## config.mk

```make
export PLATFORM = sky130hd
export DESIGN_NAME = rd_avg_unit
export DESIGN_NICKNAME = d
export VERILOG_FILES = /design/src/rtl/rd_avg_unit_pkg.sv /design/src/rtl/rd_avg_unit_sample_buf.sv /design/src/rtl/rd_avg_unit.sv
export SDC_FILE = /design/constraint.sdc
export NUM_CORES = 1
export LEC_CHECK = 0
export CAP_MARGIN = 10
export CORE_ASPECT_RATIO = 1.4
export CORE_UTILIZATION = 45
export CTS_CLUSTER_DIAMETER = 30
export CTS_CLUSTER_SIZE = 8
export DETAILED_ROUTE_END_ITERATION = 16
export PLACE_DENSITY = 0.63
export SLEW_MARGIN = 20
export SYNTH_ARGS = -nofsm -noshare
export SYNTH_HDL_FRONTEND = slang
export SYNTH_SLANG_ARGS = --single-unit
```

## constraint.sdc

```tcl
create_clock -name clk -period 3.7 [get_ports clk]
set_input_delay 0.74 -clock clk [delete_from_list [all_inputs] [get_ports clk]]
set_output_delay 0.74 -clock clk [all_outputs]
set_load 0.02 [all_outputs]
```

## src/rtl/rd_avg_unit_pkg.sv

```systemverilog
// Shared definitions for rd_avg_unit: default widths, FSM encoding and the
// interrupt bit positions used when the controller packs fb_flags.
package rd_avg_unit_pkg;

   localparam int DATA_W_DEF = 8;
   localparam int LOG2_N_DEF = 3;

   // Positions must match the controller's fb_flags layout
   localparam int INT_READ_BIT = 0;
   localparam int INT_AVG_BIT  = 1;
   localparam int INT_W        = 2;

   typedef enum logic [2:0] {
      ST_IDLE = 3'd0,
      ST_CAPT = 3'd1,
      ST_FULL = 3'd2,
      ST_CALC = 3'd3,
      ST_DONE = 3'd4
   } avg_state_t;

endpackage

```

## src/rtl/rd_avg_unit_sample_buf.sv

```systemverilog
// N x DATA_W sample register file: synchronous write, asynchronous read,
// cleared only by the asynchronous reset.
module rd_avg_unit_sample_buf #(
   parameter int DATA_W = 8,
   parameter int LOG2_N = 3
) (
   input  logic              clk,
   input  logic              reset,
   input  logic              wr_en,
   input  logic [LOG2_N-1:0] wr_idx,
   input  logic [DATA_W-1:0] wr_data,
   input  logic [LOG2_N-1:0] rd_idx,
   output logic [DATA_W-1:0] rd_data
);

   localparam int N = 1 << LOG2_N;

   logic [DATA_W-1:0] mem [N];

   always_ff @(posedge clk or posedge reset) begin
      if (reset) begin
         for (int i = 0; i < N; i++) begin
            mem[i] <= '0;
         end
      end else if (wr_en) begin
         mem[wr_idx] <= wr_data;
      end
   end

   assign rd_data = mem[rd_idx];

endmodule

```

## src/rtl/rd_avg_unit.sv

```systemverilog
// READ/AVG datapath stage: captures one frame of 2^LOG2_N samples, averages it
// and pulses completion interrupts. Define AVG_ROUND_EN for round-half-up averaging.
module rd_avg_unit
   import rd_avg_unit_pkg::*;
#(
   parameter int DATA_W = DATA_W_DEF,
   parameter int LOG2_N = LOG2_N_DEF,
   parameter int SUM_W  = DATA_W + LOG2_N
) (
   input  logic              clk,
   input  logic              reset,
   input  logic              cmd_read,
   input  logic              cmd_avg,
   input  logic              dp_cnt_rst,
   input  logic              in_valid,
   input  logic [DATA_W-1:0] in_data,
   input  logic [LOG2_N-1:0] rd_idx,
   output logic [DATA_W-1:0] rd_sample,
   output logic [DATA_W-1:0] avg_out,
   output logic              int_read,
   output logic              int_avg
);

   localparam int              N    = 1 << LOG2_N;
   localparam logic [LOG2_N-1:0] LAST = LOG2_N'(N - 1);

   avg_state_t        state;
   logic [LOG2_N-1:0] cnt;
   logic [SUM_W-1:0]  acc;
   logic [DATA_W-1:0] avg_q;
   logic [INT_W-1:0]  int_flags;
   logic              capture;
   logic [DATA_W-1:0] avg_next;

   // A restart on the same edge wins over a capture, so the buffer write is gated too
   assign capture = (state == ST_CAPT) && cmd_read && in_valid && !dp_cnt_rst;

`ifdef AVG_ROUND_EN
   logic [SUM_W:0] acc_round;

   assign acc_round = {1'b0, acc} + (SUM_W + 1)'(N / 2);
   assign avg_next  = DATA_W'(acc_round >> LOG2_N);
`else
   assign avg_next  = DATA_W'(acc >> LOG2_N);
`endif

   rd_avg_unit_sample_buf #(
      .DATA_W (DATA_W),
      .LOG2_N (LOG2_N)
   ) u_sample_buf (
      .clk     (clk),
      .reset   (reset),
      .wr_en   (capture),
      .wr_idx  (cnt),
      .wr_data (in_data),
      .rd_idx  (rd_idx),
      .rd_data (rd_sample)
   );

   always_ff @(posedge clk or posedge reset) begin
      if (reset) begin
         state     <= ST_IDLE;
         cnt       <= '0;
         acc       <= '0;
         avg_q     <= '0;
         int_flags <= '0;
      end else begin
         int_flags <= '0;
         if (dp_cnt_rst) begin
            state <= ST_IDLE;
            cnt   <= '0;
            acc   <= '0;
         end else begin
            case (state)
               ST_IDLE: begin
                  if (cmd_read) begin
                     state <= ST_CAPT;
                     cnt   <= '0;
                     acc   <= '0;
                  end
               end
               ST_CAPT: begin
                  if (cmd_read && in_valid) begin
                     acc <= acc + SUM_W'(in_data);
                     cnt <= cnt + 1'b1;
                     if (cnt == LAST) begin
                        state                   <= ST_FULL;
                        int_flags[INT_READ_BIT] <= 1'b1;
                     end
                  end
               end
               // Buffer is frozen here; a lingering cmd_read is simply ignored
               ST_FULL: begin
                  if (cmd_avg) begin
                     state <= ST_CALC;
                  end
               end
               ST_CALC: begin
                  avg_q                  <= avg_next;
                  int_flags[INT_AVG_BIT] <= 1'b1;
                  state                  <= ST_DONE;
               end
               ST_DONE: begin
                  state <= ST_IDLE;
               end
               default: begin
                  state <= ST_IDLE;
               end
            endcase
         end
      end
   end

   assign avg_out  = avg_q;
   assign int_read = int_flags[INT_READ_BIT];
   assign int_avg  = int_flags[INT_AVG_BIT];

endmodule

```

Word level (Yosys, flattened, before mapping) --
Cells that the tools add are included.
Cells by class: equality and inequality tests 8, order comparisons 3, bitwise operators 3, mux-type cells 25, reduce and logical (&&, ||, !) cells 11, add/sub/neg operators 2
Operator list (number):
- 64-bit bitwise mux | 1
- 11-bit two-way mux | 3
- 8-bit binary-select mux with 3-bit select | 1
- 8-bit demux with 3-bit select | 1
- 3-bit two-way mux | 8
- 8-bit two-way mux | 3
- 11-bit one-hot mux with 2 select lines | 1
- 3-bit one-hot mux with 4 select lines | 1
- 11-bit by 8-bit adder with 11-bit output | 1
- 4-bit >= comparator (second input constant) | 2
- 3-bit inverter with 4-bit output | 2
- 3-bit by 2-bit == test with 1-bit output (second input constant) | 2
- 3-bit by 2-bit inequality test with 1-bit output (second input constant) | 2
- 3-bit inequality test (second input constant) | 2
- 3-bit one-hot mux with 2 select lines | 1
- 1-bit logical AND | 5
- 4-bit by 1-bit < comparator with 1-bit output (second input constant) | 1
- 1-bit two-way mux | 4
- 4-bit AND reduction | 1
- 3-bit by 1-bit adder with 3-bit output (second input constant) | 1
- 3-bit by 1-bit == test with 1-bit output (second input constant) | 1
- 3-bit == test (second input constant) | 1
- 3-bit logical NOT | 1
- 3-bit AND reduction | 1
- other kinds (5) | 5
Word-level totals: register bits 91, word-level logic and storage cells 65, output and inout bits 18, input port bits 17

Longest topological paths before layout --
word-level depth 6, gate-level depth with buffers 7, mapped depth without buffers 7

Modules after synthesis --
A second synthesis with hierarchy kept.
Unflattened totals: cell total of the unflattened synthesis 304, area, all modules 4473.0 sq um
By module, submodules not included:
- rd_avg_unit_sample_buf | sequential area each 1601.5 sq um, instances 1, area each 3009.1 sq um, cells each 173
- rd_avg_unit | sequential area each 675.6 sq um, instances 1, area each 1463.9 sq um, cells each 131

Least setup slack after synthesis --
OpenSTA, ideal clock, no wires.
path type in2out, from in rd_idx[0], to out rd_sample[0], required time 2.960 ns, setup slack 0.663 ns, stages 4, data arrival time 2.297 ns, buffers on the path 2, cell sequence clkbuf_1 buf_2 mux4_2 mux2_2
On the way: cells in the longest elaborated chain, start to end 4
RTL lines:
- from (decl) | line rd_avg_unit.sv:17 | input logic [LOG2_N-1:0] rd_idx,
- 3-bit inverter with 4-bit output (implied by the code) | line rd_avg_unit_sample_buf.sv:30 | assign rd_data = mem[rd_idx];
- 8-bit binary-select mux with 3-bit select | line rd_avg_unit_sample_buf.sv:30
- 8-bit two-way mux (implied by the code) (2 in series) | line rd_avg_unit_sample_buf.sv:30
- to (decl) | line rd_avg_unit.sv:18 | output logic [DATA_W-1:0] rd_sample,
No other way between the ends. The select of a mux whose other input is x is not followed.

Final worst setup path --
from in rd_idx[0], to out rd_sample[3]
Same word-level chain as after synthesis.

==> out/summary.log <==
[timing] Setup TNS Final 0 ps
[job] max capacitance violation total 0
[routing] wire length after detailed routing 8840 µm
[routing] routed vias/inst 5.73
[cts] number of sinks driven by the clock tree 91
[place] port bufs 34
[global_routing] first-pass GRT wire length 14700 µm
[yosys] main flop type after synthesis dfrtp_1
[setup_path] Setup crit start kind primary input
[routing] post-detailed-route wirelength per cell 19.0 µm
[setup_path] startpoint of the worst register-to-register path state[1]
[yosys] arithmetic-cell share of the synthesized area counting full adders, half adders and majority gates 3.31%
[cts] maximum root-to-sink buffer count 2
[yosys] number of storage elements in the synthesis netlist 91
[power] Static Leakage 2.49 nW
[cts] post-CTS clock slew at the launch and capture registers of the worst setup and hold paths 60 ps
[cts] TritonCTS clock tree yes
[timing] fmax 285 MHz
[global_routing] initial antenna violation count 0
[yosys] XOR/XNOR share of the synthesized area 1.20%
[floorplanning] I/O pin count 35
[global_routing] via count of the first global-routing pass 2812
[yosys] proportion of synthesized chip area in sequential cells 51.9%
[floorplanning] initial standard-cell utilization of the core 46.4%
[timing] Slew Viols, Final 0
[power] Switching Power 0.000492 W
[yosys] share of synthesized area spent on multiplexers 28.7%
[yosys] synthesized-area fraction occupied by and/or/nand/nor cells 7.58%
[hold_path] critical hold path startpoint acc[2]
[setup_path] kind of end point of the critical path output pin
[routing] DRT Pass-1 Iters 4
[yosys] post-synthesis compound-gate area fraction 5.39%
[final_layout] Layout Nets 378
[global_routing] grt total ovfl 0
[setup_path] class of the most critical setup path in2out
[yosys] area of the mapped netlist 4390 µm²
[timing] unrepaired setup endpoints after global routing false
[power] share of power burned in combinational logic 8.6%
[setup_path] length in cells of the worst reg-to-reg path 4
[floorplanning] die height 119 µm
[routing] detailed router's first-iteration violation count 210
[power] fraction of power spent switching nets 23.4%
[timing] count of final hold-check violations 0
[setup_path] Max Fanout on Critical Path 16
[timing] Setup-failing EPs final 0
[setup_path] signal arrival time at the worst endpoint 2770 ps
[routing] remaining design rule violation count 0
[routing] total via count after detailed routing 2665
[timing] slew at the pin closest to its max-slew limit 554 ps
[hold_path] number of cells on the worst hold path 2
[power] clock power share 41.6%
[power] share of total power in sequential cells 49.7%
[place] final estimated routing congestion in global placement 0.778
[power] total power density per cell area 404 nW/µm²
[timing] clock period minus worst slack 3510 ps
[floorplanning] chip width 85.5 µm
[power] Internal 0.00161 W
[yosys] number of synthesized flops with an enable pin 0
[cts] cts-stage hold buffer count 0
[yosys] mean area per synthesized cell 14.3 µm²
[setup_path] worst path required time 2960 ps
[final_layout] Layout area overhead 18.5%
[setup_path] end of the worst register-to-register path u_sample_buf.mem[63]
[place] number of cells in the design after placement 449
[cts] clock latency at the later pin of the worst-skew pair 350 ps
[global_routing] largest net degree at the start of global routing 62
[yosys] warnings from Yosys 0
[yosys] count of cell types in the netlist 43
[timing] fraction of the cycle the final worst path needs 95.0%
[hold_path] worst hold path type reg2reg
[cts] # H-tree levels 3
[final_layout] number of standard cells in the layout, taps in and fillers out 465
[cts] CTS resizes 0
[final_layout] Ant. Diodes 0
[floorplanning] Core Region 9460 µm²
[timing] post-route clock skew 6.43 ps
[cts] Post-CTS Setup Repair Bufs 0
[status] result of the run finished, final reports clean
[final_layout] proportion of layout cells with a drive suffix above 1 37.7%
[floorplanning] die area 10200 µm²
[place] dpl hpwl 6010 µm
[hold_path] worst-case hold path end point acc[2]
[timing] headroom to the max-slew limit 63.0%
[power] worst-case vdd ir drop 0.000231 V
[yosys] total nets after synthesis 335
[yosys] synthesized netlist cell count 307
[cts] CTS root buf clkbuf_16
[routing] number of nets still failing antenna checks after routing 0
[yosys] post-synthesis async set-or-reset flop share 100%
[cts] number of buffers added by the clock tree synthesis step 9
[yosys] dominant combinational cell family by area after synthesis multiplexers
[setup_path] reg-to-reg setup timing slack 1350 ps
[global_routing] global routing usage summed across all routing layers 19.6%
[floorplanning] number of core rows 42
## worst max-delay path, cell delays in order
cell and delay, ps:
clkdlybuf4s50_1 500, buf_12 190, mux4_2 520, mux2_2 280, clkdlybuf4s50_1 540
## power by group through the flow
stage	clock [W]	sequential, W	combinational, W
2_1_floorplan	0	0.00106	0.000119
3_3_place_gp	0	0.00106	0.000182
3_5_place_dp	0	0.00106	0.000185
4_1_cts	0.000893	0.00105	0.000186
5_1_grt	0.000947	0.00105	0.000201
6_report	0.000876	0.00105	0.000181
## layout make-up
| cell class | count | area (µm²) |
|---|---|---|
| clock buffers | 13 | 260 |
| clock inverters | 3 | 22.5 |
| multi-input cells | 197 | 2030 |
| flip-flops and latches | 91 | 2280 |
| repair buffers | 46 | 455 |
| inverters | 5 | 20.0 |
| well taps | 110 | 138 |
| fillers | 795 | 4260 |
## flip-flops by register name (all words and copies together) (netlist names)
| name | flops |
|---|---|
| cnt | 3 |
| state | 3 |
| avg_out | 8 |
| u_sample_buf.mem | 64 |
| int_flags | 2 |
| acc | 11 |
## how the worst max path moves through the flow
stage	cells past startpoint	end	startpoint
after detailed placement	5	rd_sample[3]	rd_idx[0]
after global placement	5	rd_sample[3]	rd_idx[0]
final	5	rd_sample[3]	rd_idx[0]
after global routing	5	rd_sample[3]	rd_idx[0]
after floorplan	1	acc[0]	reset
after CTS	5	rd_sample[3]	rd_idx[0]
## kinds of logic (layout without fill, tap and decap cells)
family,after synthesis,in the layout
fa+ha+maj,11,11
flops,91,91
mux,96,96
buf+inv,19,67
compound gates,36,36
xor+xnor,6,6
simple gates,48,48
## layer usage
metal,GRT usage (%),up-vias,wire length (µm)
met2,32.6,45,4460
met4,7.81,0,217
li1,-,1240,-
met1,24.6,1363,3930
met5,0,-,0
met3,4.78,17,228
## cells in the mapped netlist (2+ instances only)
library cell,count,area share (%)
mux2_2,80,21
a211oi_1,2,0.34
o21ai_0,9,1.0
nor3_1,4,0.46
o21bai_1,2,0.34
a22o_1,4,0.80
a21oi_1,9,1.0
inv_1,5,0.43
a21o_1,5,0.86
buf_2,2,0.23
and3_1,2,0.28
nor4b_4,2,1.1
nand4b_2,2,0.68
nand2_1,10,0.86
xor2_1,4,0.80
buf_1,2,0.17
dfrtp_1,91,52
and3_2,2,0.34
mux4_2,16,8.2
ha_1,10,2.8
xnor2_1,2,0.40
nand4_1,2,0.28
nand3_1,6,0.68
nor2_1,8,0.68
clkbuf_1,8,0.68
## metrics by stage
step / total power, W / area [µm²] / worst slack [ps] / hold WS, ps / utilization (%)
after floorplan: 0.00118 / 4390 / 596 / 454 / -
after global placement: 0.00125 / 4920 / 190 / 468 / 52.0
after detailed placement: 0.00125 / 4920 / 184 / 480 / 52.0
after CTS: 0.00213 / 5200 / 172 / 494 / 55.0
after global routing: 0.00220 / 5200 / 128 / 515 / 55.0
final: 0.00210 / 5200 / 186 / 491 / 55.0
## cells in the final DEF, fill, tap and decap left out, drive strengths merged
cell type,count
clkdlybuf4s50,34
nand4b,2
and3,4
nand2,10
o21bai,2
buf,12
a32o,1
a211oi,2
nor4,2
a21oi,9
a2111oi,1
or3,1
nand3,7
clkinv,1
clkbuf,13
nor4b,2
a21o,5
nand4,3
or4,1
o211ai,1
clkinvlp,3
o221ai,1
xnor2,2
or2b,1
xor2,4
fa,1
nor3b,1
or2,1
mux4,16
a22o,4
nor2,8
o21ai,9
inv,4
nor3,4
dfrtp,91
ha,10
nor2b,1
mux2,80
o311ai,1
No activity file was read; power rests on OpenSTA's default activity.
